### src/rtl/lane_pack.sv
// lane_pack: gathers a stream of narrow lane beats into one wide word.
// Lane 0 arrives first, and lane k lands in bits [k*LANE_WIDTH +: LANE_WIDTH].
// Both sides use a valid/ready handshake. The block sustains one word every
// NUM_LANES beats with no bubble.
//
// Ports:
//   clk           rising-edge clock
//   rst           asynchronous, active-high reset
//   i_flush       synchronous discard of the partial or held word
//   i_lane_data   lane beat payload (LANE_WIDTH bits)
//   i_lane_valid  lane beat valid
//   o_lane_ready  lane beat accepted when valid && ready
//   o_data_out    packed word (NUM_LANES*LANE_WIDTH bits)
//   o_data_valid  packed word valid
//   i_data_ready  downstream accepts the word when valid && ready
//   o_lane_idx    index of the next lane to be filled
module lane_pack #(
    parameter int NUM_LANES  = 2,
    parameter int LANE_WIDTH = 1,
    parameter int IDX_W      = (NUM_LANES > 1) ? $clog2(NUM_LANES) : 1
) (
    input  logic                            clk,
    input  logic                            rst,
    input  logic                            i_flush,
    input  logic [LANE_WIDTH-1:0]           i_lane_data,
    input  logic                            i_lane_valid,
    output logic                            o_lane_ready,
    output logic [NUM_LANES*LANE_WIDTH-1:0] o_data_out,
    output logic                            o_data_valid,
    input  logic                            i_data_ready,
    output logic [IDX_W-1:0]                o_lane_idx
);

    localparam logic [IDX_W-1:0] LAST_IDX = IDX_W'(NUM_LANES - 1);

    typedef enum logic {
        FILL = 1'b0,
        HOLD = 1'b1
    } state_t;

    state_t                                  state_reg, state_next;
    logic [IDX_W-1:0]                        idx_reg, idx_next;
    logic [NUM_LANES-1:0][LANE_WIDTH-1:0]    data_reg, data_next;
    logic [NUM_LANES-1:0]                    lane_we;
    logic                                    lane_ready;
    logic                                    accept;
    logic                                    last_lane;

    // A held word blocks new beats unless downstream takes it this cycle.
    // In that case the word leaves on the same edge that slice 0 is
    // rewritten, so no bubble is inserted.
    assign lane_ready = !rst && ((state_reg == FILL) || i_data_ready);
    assign accept     = i_lane_valid && lane_ready && !i_flush;
    assign last_lane  = (idx_reg == LAST_IDX);

    // Each lane slice has its own write enable. Only the slice addressed
    // by the index counter can change on a given edge.
    genvar gi;
    generate
        for (gi = 0; gi < NUM_LANES; gi++) begin : g_lane
            assign lane_we[gi]   = accept && (idx_reg == IDX_W'(gi));
            assign data_next[gi] = lane_we[gi] ? i_lane_data : data_reg[gi];
        end
    endgenerate

    always_comb begin
        state_next = state_reg;
        idx_next   = idx_reg;
        if (i_flush) begin
            // A flush beats any lane accept. A handshake downstream still
            // completes because the valid/ready pair was visible this cycle.
            state_next = FILL;
            idx_next   = '0;
        end else begin
            if ((state_reg == HOLD) && i_data_ready) begin
                state_next = FILL;
            end
            if (accept) begin
                if (last_lane) begin
                    // With NUM_LANES == 1, this keeps HOLD on a handshake.
                    idx_next   = '0;
                    state_next = HOLD;
                end else begin
                    idx_next = idx_reg + IDX_W'(1);
                end
            end
        end
    end

    always_ff @(posedge clk or posedge rst) begin
        if (rst) begin
            state_reg <= FILL;
            idx_reg   <= '0;
            data_reg  <= '0;
        end else begin
            state_reg <= state_next;
            idx_reg   <= idx_next;
            data_reg  <= data_next;
        end
    end

    assign o_lane_ready = lane_ready;
    assign o_data_out   = data_reg;
    assign o_data_valid = (state_reg == HOLD);
    assign o_lane_idx   = idx_reg;

endmodule

### config.mk
export PLATFORM = sky130hd
export DESIGN_NAME = lane_pack
export DESIGN_NICKNAME = d
export VERILOG_FILES = /design/src/rtl/lane_pack.sv
export SDC_FILE = /design/constraint.sdc
export NUM_CORES = 1
export LEC_CHECK = 0
export BUFFER_PORTS_ARGS = -buffer_cell sky130_fd_sc_hd__clkbuf_2
export CAP_MARGIN = 15
export CORE_AREA = 2 2 39 41
export DETAILED_ROUTE_END_ITERATION = 7
export DIE_AREA = 0 0 41 43
export PLACE_DENSITY = 0.35
export SLEW_MARGIN = 30
export SYNTH_ARGS = -nofsm -noshare
export SYNTH_HDL_FRONTEND = slang
export SYNTH_SLANG_ARGS = --single-unit
### constraint.sdc
create_clock -name clk -period 2.1 [get_ports clk]
set_input_delay 0.315 -clock clk [delete_from_list [all_inputs] [get_ports clk]]
set_output_delay 0.315 -clock clk [all_outputs]
set_load 0.02 [all_outputs]
==> metrics.csv, run 1 <==
stage,metric,value,unit
setup_path,path_max_fanout,4,
grt,grt_pass1_wl,683,µm
setup_path,slowest_stage,dlygate4sd3_1,
setup_path,worstRegToRegCells,3,
grt,grt_max_degree,7,
worst_hold_path,min_path_type,input port to register,
floorplanning,die_area,1760,µm²
setup_path,path_cells,"dlygate4sd3_1, clkbuf_2, nand2b_4, nor4b_2, mux2_1",
grt,grt_overflow,0,
power_and_ir_drop,vdd_drop_max,0.272,mV
clock_network,htree_levels,1,
finish,areaGrowthSynthToFinish,48.5,%
worst_hold_path,min_to,o_lane_idx$_DFFE_PP0P_,
timing,finalHoldViolCount,0,
detailed_routing,ant_nets,0,
setup_path,regToRegSetupSlack,820,ps
timing,tightest_slew,267,ps
setup_path,r2r-start,o_data_valid$_DFF_PP0_,
floorplanning,core_area,1380,µm²
finish,fin_nets,39,
status,status,completed,
grt,use_met1,8.17,%
worst_hold_path,min_path_cells,2,
setup_path,slowest_delay,530,ps
setup_path,cpLargestDelayFamily,buffers and inverters,
place,gp_congestion,0.680,
floorplanning,die_y,43,µm
floorplanning,ios,11,
setup_path,cp_num_buf_inv,2,
logic_synthesis,yosysWarnings,0,
logic_synthesis,netlist_area,211,µm²
logic_synthesis,netlist.area_leader.share,47.3,%
detailed_routing,drtIter0Drc,1,
place,portBuffers,10,
floorplanning,die_w,41,µm
logic_synthesis,seq_area_frac_synth,47.3,%
grt,grt.busiest_layer,met1,
clock_network,ctsResizeCount,0,
grt,use_met3,6.28,%
logic_synthesis,synth.area.top_cells,"dfrtp_1 (47%), nor4b_2 (7.1%), nand2b_4 (6.5%)",
finish,num-fill-cells,154,
logic_synthesis,syn-instance-count,17,
flow_run,drv_cap,0,
timing,relSlewSlack,82.0,%
detailed_routing,post-route-drc-count,0,
finish,layout_commonest_cell,clkbuf_2,
clock_network,cts_tree,built,
worst_hold_path,hold_path_startpoint,i_flush,
detailed_routing,viasPerCell,3.85,
timing,period_share,77.2,%
detailed_routing,wl_per_cell,9.28,µm
timing,fin_setup_tns,0,ps
timing,grt_setup_unrepaired,no,
grt,grt_usage,6.05,%
logic_synthesis,post_synth.cell_area_avg,12.4,µm²
power_and_ir_drop,power_density,773,nW/µm²
detailed_routing,dr_total_vias,181,
finish,fin_util,22.7,%
timing,max_clock_freq,617,MHz
detailed_routing,routed_wl,436,µm
logic_synthesis,synthDistinctLibCells,13,
detailed_routing,drt_first_pass_iters,2,
finish,regArea,100,µm²
finish,stdcell_count,47,
grt,antenna_found_initial,0,
clock_network,cts.sinks,4,
setup_path,r2r_end,o_data_out[1]$_DFFE_PP0P_,
timing,setup_viol,0,
setup_path,cp.arrival,1730,ps
logic_synthesis,yosysTopAreaCell,dfrtp_1,
grt,met2_usage,7.19,%
timing,period_minus_slack,1620,ps
clock_network,clkTransAtPathRegs,40,ps
clock_network,root_buffer,clkbuf_4,
timing,report.final.slew_viol_count,0,
finish,final_cell_mix,"clkbuf_2 (10), dfrtp_1 (4), clkbuf_4 (3)",
place,dp.final_hpwl,356,µm
timing,finalClockSkew,5.64,ps
power_and_ir_drop,leakagePower,0.149,nW
floorplanning,fp-row-count,14,
finish,diodes,0,
finish,drive_gt1_share,58.1,%
place,dp_cells,43,
clock_network,clkLatencyLatePin,230,ps
setup_path,start_kind,input port,
logic_synthesis,syn_nets,23,
setup_path,required,2210,ps
clock_network,cts_buffers,3,
floorplanning,start_util,15.3,%
setup_path,setup.worst_path.end_class,register,
clock_network,clockBufferDepth,2,
setup_path,path_class,input port to register,
logic_synthesis,ys_ff_latch,4,
grt,grt_pass1_vias,181,
finish,multiInputGateArea,108,µm²
-- layer usage --
layer | share of wire, % | wire length (µm)
met5 | 0 | 0
met4 | 0 | 0
met3 | 14 | 62
met2 | 36 | 156
met1 | 50 | 217
-- through the flow --
stage | power [mW] | hold WS (ps) | area [µm²] | worst slack [ps]
2_1_floorplan | 0.127 | 89.4 | 211 | 797
5_1_grt | 0.261 | 313 | 314 | 397
3_3_place_gp | 0.148 | 222 | 282 | 810
3_5_place_dp | 0.150 | 223 | 282 | 778
4_1_cts | 0.248 | 306 | 314 | 469
6_report | 0.243 | 311 | 314 | 480
-- how the worst max path moves through the flow --
stage | start | end | slack, ps | cells past startpoint
2_1_floorplan | o_data_valid$_DFF_PP0_ | o_data_out[1]$_DFFE_PP0P_ | 800 | 3
6_report | rst | o_data_out[1]$_DFFE_PP0P_ | 480 | 5
3_5_place_dp | rst | o_data_out[1]$_DFFE_PP0P_ | 780 | 4
4_1_cts | rst | o_data_out[1]$_DFFE_PP0P_ | 470 | 5
5_1_grt | rst | o_data_out[1]$_DFFE_PP0P_ | 400 | 5
3_3_place_gp | rst | o_data_out[1]$_DFFE_PP0P_ | 810 | 4
-- synthesized netlist by cell type --
cell	n
nor2_1	2
mux2_1	1
nand2b_4	1
inv_1	1
or3_1	1
nor2b_4	1
nor4_2	1
a21oi_1	1
a31oi_1	1
mux2_2	1
dfrtp_1	4
o21ai_0	1
nor4b_2	1
-- registers in the layout, indices dropped and copies added (netlist names) --
| name | count |
|---|---|
| o_data_out | 2 |
| o_data_valid | 1 |
| o_lane_idx | 1 |
-- layout make-up --
type                            instances  area share (%)
Timing Repair Buffer                   11            19.1
Sequential cell                         4            31.9
Inverter                                1            1.20
Multi-Input combinational cell         12            34.3
Clock buffer                            3            7.17
Tap cell                               16            6.37
-- worst register-to-register path: cells and delay by family, from the launching register on --
family	cells	cell delay (ps)
simple gates	2	440
flops	1	370
mux	1	350
-- cells by family after synthesis --
family	count (synthesis)	synth area share, %
DFF	4	47.3
AOI/OAI and AO/OA	3	7.69
buffers and inverters	1	1.77
and+or+nand+nor	7	32.5
muxes	2	10.7
-- power by group --
part           internal (mW)  total (mW)  switching [mW]
logic                 0.0231      0.0545          0.0314
clock network         0.0638      0.0933          0.0295
registers             0.0884      0.0950         0.00664
total                  0.175       0.243          0.0675
-- what timing repair did --
item                                   4_1_cts  5_1_grt
setup buffers                                0        0
hold buffers                                 1        0
endpoints found under the hold margin        4        0
No activity file was read; power rests on OpenSTA's default activity.
==> run 2: changes to the inputs <==
- clock period: 2.1 -> 1.7 ns (I/O delays scaled with it)
==> run 2 against run 1 <==
Net effect: wire length down 3.4%; hold slack worse by 61 ps; die area stayed put; sequential power increased by 24%; worst setup slack worse by 310 ps; first-iteration DRC count up 100%; count of clock-buffer cells in the layout unchanged; via count shrank 2.2%; clock power increased by 23%; flip-flop and latch count stayed put; cell count did not move; critical endpoint unchanged; largest cell class unchanged; largest power group unchanged.
==> metrics.csv, run 2 (synthesized netlist as in run 1, its figures left out) <==
stage,metric,value,unit,change
status,status,completed,,
finish,largest_reg_flops,2,,unchanged
grt,grt_usage,5.95,%,-0.10 points
clock_network,cts_tree,built,,
finish,areaGrowthSynthToFinish,48.5,%,unchanged
clock_network,post_cts_buffers,0,,unchanged
grt,grt_pass1_wl,655,µm,-4.1%
setup_path,start_kind,input port,,
setup_path,path_cells,"dlygate4sd3_1, clkbuf_2, nand2b_4, nor4b_2, mux2_1",,
floorplanning,die_area,1760,µm²,unchanged
clock_network,cts.sinks,4,,unchanged
worst_hold_path,min_path_type,input port to register,,
timing,finalHoldViolCount,0,,unchanged
setup_path,setup.worst_path.end_class,register,,
detailed_routing,dr_total_vias,177,,-2.2%
finish,final_cell_mix,"clkbuf_2 (10), dfrtp_1 (4), clkbuf_4 (3)",,
finish,layout_commonest_cell,clkbuf_2,,
clock_network,clockBufferDepth,2,,unchanged
finish,fin_nets,39,,unchanged
place,placed_area,282,µm²,unchanged
timing,setup_viol,0,,unchanged
finish,design_area,314,µm²,unchanged
finish,fin_util,22.7,%,unchanged
setup_path,path_max_fanout,4,,unchanged
detailed_routing,post-route-drc-count,0,,unchanged
timing,period_minus_slack,1530,ps,
floorplanning,die_w,41,µm,unchanged
floorplanning,start_util,15.3,%,unchanged
timing,max_clock_freq,653,MHz,
setup_path,cpLargestDelayFamily,buffers and inverters,,
finish,diodes,0,,unchanged
power_and_ir_drop,power_density,954,nW/µm²,+23%
timing,relSlewSlack,83.9,%,+1.9 points
timing,report.final.slew_viol_count,0,,unchanged
setup_path,slowest_stage,dlygate4sd3_1,,
setup_path,cp.arrival,1640,ps,-90 ps
floorplanning,fp-row-count,14,,unchanged
setup_path,required,1810,ps,-400 ps
grt,grt_max_degree,7,,unchanged
power_and_ir_drop,vdd_drop_max,0.419,mV,+54%
detailed_routing,drtIter0Drc,2,,+1
clock_network,htree_levels,1,,unchanged
timing,tightest_slew,239,ps,-28.2 ps
power_and_ir_drop,leakagePower,0.149,nW,unchanged
setup_path,slowest_delay,530,ps,about the same
clock_network,hold_buffers,1,,unchanged
floorplanning,die_y,43,µm,unchanged
timing,finalClockSkew,6.09,ps,+0.450 ps
detailed_routing,ant_nets,0,,unchanged
detailed_routing,routed_wl,421,µm,-3.4%
finish,drive_gt1_share,58.1,%,unchanged
clock_network,clkLatencyLatePin,230,ps,about the same
clock_network,clkTransAtPathRegs,40,ps,about the same
timing,period_share,90.1,%,
timing,grt_setup_unrepaired,no,,
flow_run,drv_cap,0,,unchanged
floorplanning,core_area,1380,µm²,unchanged
clock_network,root_buffer,clkbuf_4,,
grt,grt_overflow,0,,unchanged
detailed_routing,drt_first_pass_iters,2,,unchanged
setup_path,path_class,input port to register,,
clock_network,cts_buffers,3,,unchanged
place,portBuffers,10,,unchanged
grt,antenna_found_initial,0,,unchanged
clock_network,ctsResizeCount,0,,unchanged
setup_path,cp_num_buf_inv,2,,unchanged
detailed_routing,wl_per_cell,8.96,µm,-3.4%
place,gp_congestion,0.661,,-2.7%
floorplanning,ios,11,,unchanged
timing,fin_setup_tns,0,ps,unchanged
detailed_routing,viasPerCell,3.77,,-2.2%
grt,grt_pass1_vias,164,,-9.4%
-- run 2: path summary, 6_finish.rpt --
path                                            from  slack, ps  cells after the start                         to
min                                          i_flush        250                      2     o_lane_idx$_DFFE_PP0P_
max in group asynchronous                        rst       1070                      3  o_data_out[1]$_DFFE_PP0P_
min reg2reg                o_data_out[1]$_DFFE_PP0P_        500                      1  o_data_out[1]$_DFFE_PP0P_
min in group asynchronous                        rst        470                      3     o_data_valid$_DFF_PP0_
max reg2reg                   o_data_valid$_DFF_PP0_        450                      3  o_data_out[1]$_DFFE_PP0P_
max                                              rst        170                      5  o_data_out[1]$_DFFE_PP0P_
-- run 2: through the flow --
stage	setup slack (ps)	power [mW]	cells	hold WS (ps)
after floorplan	397	0.156	17	29.4
after global placement	438	0.184	43	166
after detailed placement	431	0.185	43	166
after CTS	153	0.307	47	248
after global routing	82.4	0.323	47	246
final	169	0.300	47	250
-- run 2: worst register-to-register path, delay by kind of cell, from the launching register on --
kind | cells | cell delay [ps]
muxes | 1 | 340
and+or+nand+nor | 2 | 420
DFF | 1 | 370
-- run 2: area by class of cell --
class	instances	area (µm²)
Sequential cell	4	100
Tap cell	16	20.0
Multi-Input combinational cell	12	108
Clock buffer	3	22.5
Inverter	1	3.75
Fill cell	151	1070
Timing Repair Buffer	11	60.1
-- run 2: routing by layer --
| layer | global-route usage [%] | up-vias | part of all wire, % |
|---|---|---|---|
| met5 | 0 | - | 0 |
| met4 | 2.00 | 0 | 0 |
| met3 | 6.28 | 0 | 17 |
| met2 | 6.56 | 11 | 37 |
| met1 | 7.52 | 75 | 45 |
| li1 | - | 91 | - |
-- run 2: power breakdown --
part / total (mW) / switching, mW / leakage, nW / internal [mW]
clock network: 0.115 / 0.0361 / 0.0138 / 0.0787
logic: 0.0667 / 0.0382 / 0.0834 / 0.0285
registers: 0.118 / 0.00894 / 0.0517 / 0.109
total: 0.300 / 0.0832 / 0.149 / 0.217
==> run 3: changes to the inputs <==
- CELL_PAD_IN_SITES_DETAIL_PLACEMENT: unset -> 1
- CELL_PAD_IN_SITES_GLOBAL_PLACEMENT: unset -> 1
- PLACE_DENSITY: 0.35 -> 0.43
==> run 3 against run 2 <==
Net effect: hold slack improved by 2.5 ps; power rose by 0.57%; via count grew 3.4%; critical path type unchanged; largest cell class unchanged.
==> metrics.csv, run 3 (synthesized netlist as in run 1, its figures left out) <==
stage,metric,value,unit,change
status,status,completed,,
grt,use_met1,9.80,%,+2.3 points
detailed_routing,wl_per_cell,10.7,µm,+20%
clock_network,clkLatencyLatePin,230,ps,about the same
grt,grt_overflow,0,,unchanged
grt,use_met3,4.19,%,-2.1 points
clock_network,htree_levels,1,,unchanged
timing,period_share,92.3,%,+2.2 points
floorplanning,fp-row-count,14,,unchanged
timing,period_minus_slack,1570,ps,+37.7 ps
detailed_routing,drtIter0Drc,0,,-2
finish,diodes,0,,unchanged
setup_path,required,1810,ps,about the same
setup_path,start_kind,input port,,
grt,grt_usage,7.77,%,+1.8 points
floorplanning,die_area,1760,µm²,unchanged
place,portBuffers,10,,unchanged
grt,antenna_found_initial,0,,unchanged
detailed_routing,viasPerCell,3.89,,+3.4%
detailed_routing,drt_first_pass_iters,1,,-1
finish,largest_reg_flops,2,,unchanged
setup_path,setup.worst_path.end_class,register,,
finish,fin_util,22.7,%,unchanged
flow_run,drv_cap,0,,unchanged
power_and_ir_drop,clock_power_share,39.0,%,+0.7 points
clock_network,clockBufferDepth,2,,unchanged
place,gp_congestion,0.665,,+0.59%
grt,grt.busiest_layer,met1,,
detailed_routing,routed_wl,504,µm,+20%
setup_path,cp.arrival,1680,ps,+40 ps
finish,final_cell_mix,"clkbuf_2 (10), dfrtp_1 (4), clkbuf_4 (3)",,
setup_path,path_max_fanout,4,,unchanged
floorplanning,ios,11,,unchanged
power_and_ir_drop,internal-power,0.217,mW,about the same
power_and_ir_drop,p_seq_share,38.6,%,-0.8 points
timing,setup_viol,0,,unchanged
grt,grt_pass1_wl,869,µm,+33%
worst_hold_path,min_path_type,input port to register,,
setup_path,path_class,input port to register,,
clock_network,ctsResizeCount,0,,unchanged
power_and_ir_drop,vdd_drop_max,0.379,mV,-9.6%
clock_network,cts_tree,built,,
timing,report.final.slew_viol_count,0,,unchanged
floorplanning,die_y,43,µm,unchanged
grt,grt_pass1_vias,196,,+20%
timing,tightest_slew,257,ps,+18.3 ps
power_and_ir_drop,switchingPower,0.0847,mW,+1.9%
finish,layout_commonest_cell,clkbuf_2,,
power_and_ir_drop,power_density,960,nW/µm²,+0.57%
detailed_routing,ant_nets,0,,unchanged
clock_network,cts.sinks,4,,unchanged
timing,grt_setup_unrepaired,no,,
power_and_ir_drop,pwr-share-comb,22.4,%,about the same
power_and_ir_drop,switching_share,28.1,%,+0.37 points
grt,grt_max_degree,7,,unchanged
power_and_ir_drop,leakagePower,0.149,nW,unchanged
clock_network,cts_buffers,3,,unchanged
grt,met2_usage,9.38,%,+2.8 points
finish,drive_gt1_share,58.1,%,unchanged
place,dp.final_hpwl,424,µm,
finish,fin_nets,39,,unchanged
timing,relSlewSlack,82.8,%,-1.1 points
clock_network,root_buffer,clkbuf_4,,
detailed_routing,dr_total_vias,183,,+3.4%
floorplanning,core_area,1380,µm²,unchanged
finish,areaGrowthSynthToFinish,48.5,%,unchanged
floorplanning,start_util,15.3,%,unchanged
timing,setup_ws,131,ps,-37.7 ps
timing,max_clock_freq,637,MHz,-2.4%
timing,fin_setup_tns,0,ps,unchanged
detailed_routing,post-route-drc-count,0,,unchanged
place,placed_area,282,µm²,unchanged
clock_network,clkTransAtPathRegs,40,ps,about the same
place,place_ws,416,ps,-15.2 ps
timing,finalClockSkew,1.12,ps,-4.97 ps
floorplanning,die_w,41,µm,unchanged
timing,finalHoldViolCount,0,,unchanged
finish,design_area,314,µm²,unchanged
[run 3: cell counts in the layout (fill, tap and decap cells not counted)]
Identical to the previous run, type by type.
[run 3: what timing repair did]
action | CTS | global route
buffers inserted | 0 | 0
endpoints found under the setup margin | 0 | 0
endpoints found under the hold margin | 4 | 0
hold buffers | 1 | 0
[run 3: worst max-delay path, cell delays in order]
cell,delay [ps]
dlygate4sd3_1,540
clkbuf_2,120
nand2b_4,150
nor4b_2,260
mux2_1,350
[run 3: routing by layer]
layer / vias to the layer above / part of all wire (%)
li1: 90 / -
met2: 7 / 50
met3: 0 / 12
met5: - / 0
met4: 0 / 0
met1: 86 / 38
[run 3: final timing paths]
path | from | to | slack, ps | cells after the start
worst max register to register | o_data_valid$_DFF_PP0_ | o_data_out[1]$_DFFE_PP0P_ | 420 | 3
worst max-delay path | rst | o_data_out[1]$_DFFE_PP0P_ | 130 | 5
worst min register to register | o_data_out[1]$_DFFE_PP0P_ | o_data_out[1]$_DFFE_PP0P_ | 490 | 1
worst min-delay path | i_flush | o_lane_idx$_DFFE_PP0P_ | 250 | 2
max in group asynchronous | rst | o_data_out[1]$_DFFE_PP0P_ | 1030 | 3
min in group asynchronous | rst | o_data_valid$_DFF_PP0_ | 490 | 3
[run 3: per-stage QoR]
| step | total power [mW] | cells | hold slack [ps] |
|---|---|---|---|
| 2_1_floorplan | 0.156 | 17 | 29.4 |
| 4_1_cts | 0.312 | 47 | 251 |
| 3_5_place_dp | 0.185 | 43 | 179 |
| 3_3_place_gp | 0.185 | 43 | 173 |
| 6_report | 0.301 | 47 | 253 |
| 5_1_grt | 0.323 | 47 | 263 |
[run 3: power groups by stage]
| stage | clock network, mW | registers (mW) | logic [mW] |
|---|---|---|---|
| floorplan | 0 | 0.134 | 0.0219 |
| global placement | 0 | 0.118 | 0.0674 |
| detailed placement | 0 | 0.118 | 0.0666 |
| CTS | 0.126 | 0.117 | 0.0688 |
| global route | 0.131 | 0.119 | 0.0736 |
| finish | 0.117 | 0.116 | 0.0675 |
[run 3: cell type report]
cell class | count | area, µm²
timing repair buffer | 11 | 60.1
inverter | 1 | 3.75
fill | 167 | 1070
multi-input combinational | 12 | 108
clock buffer | 3 | 22.5
sequential | 4 | 100
tap | 16 | 20.0
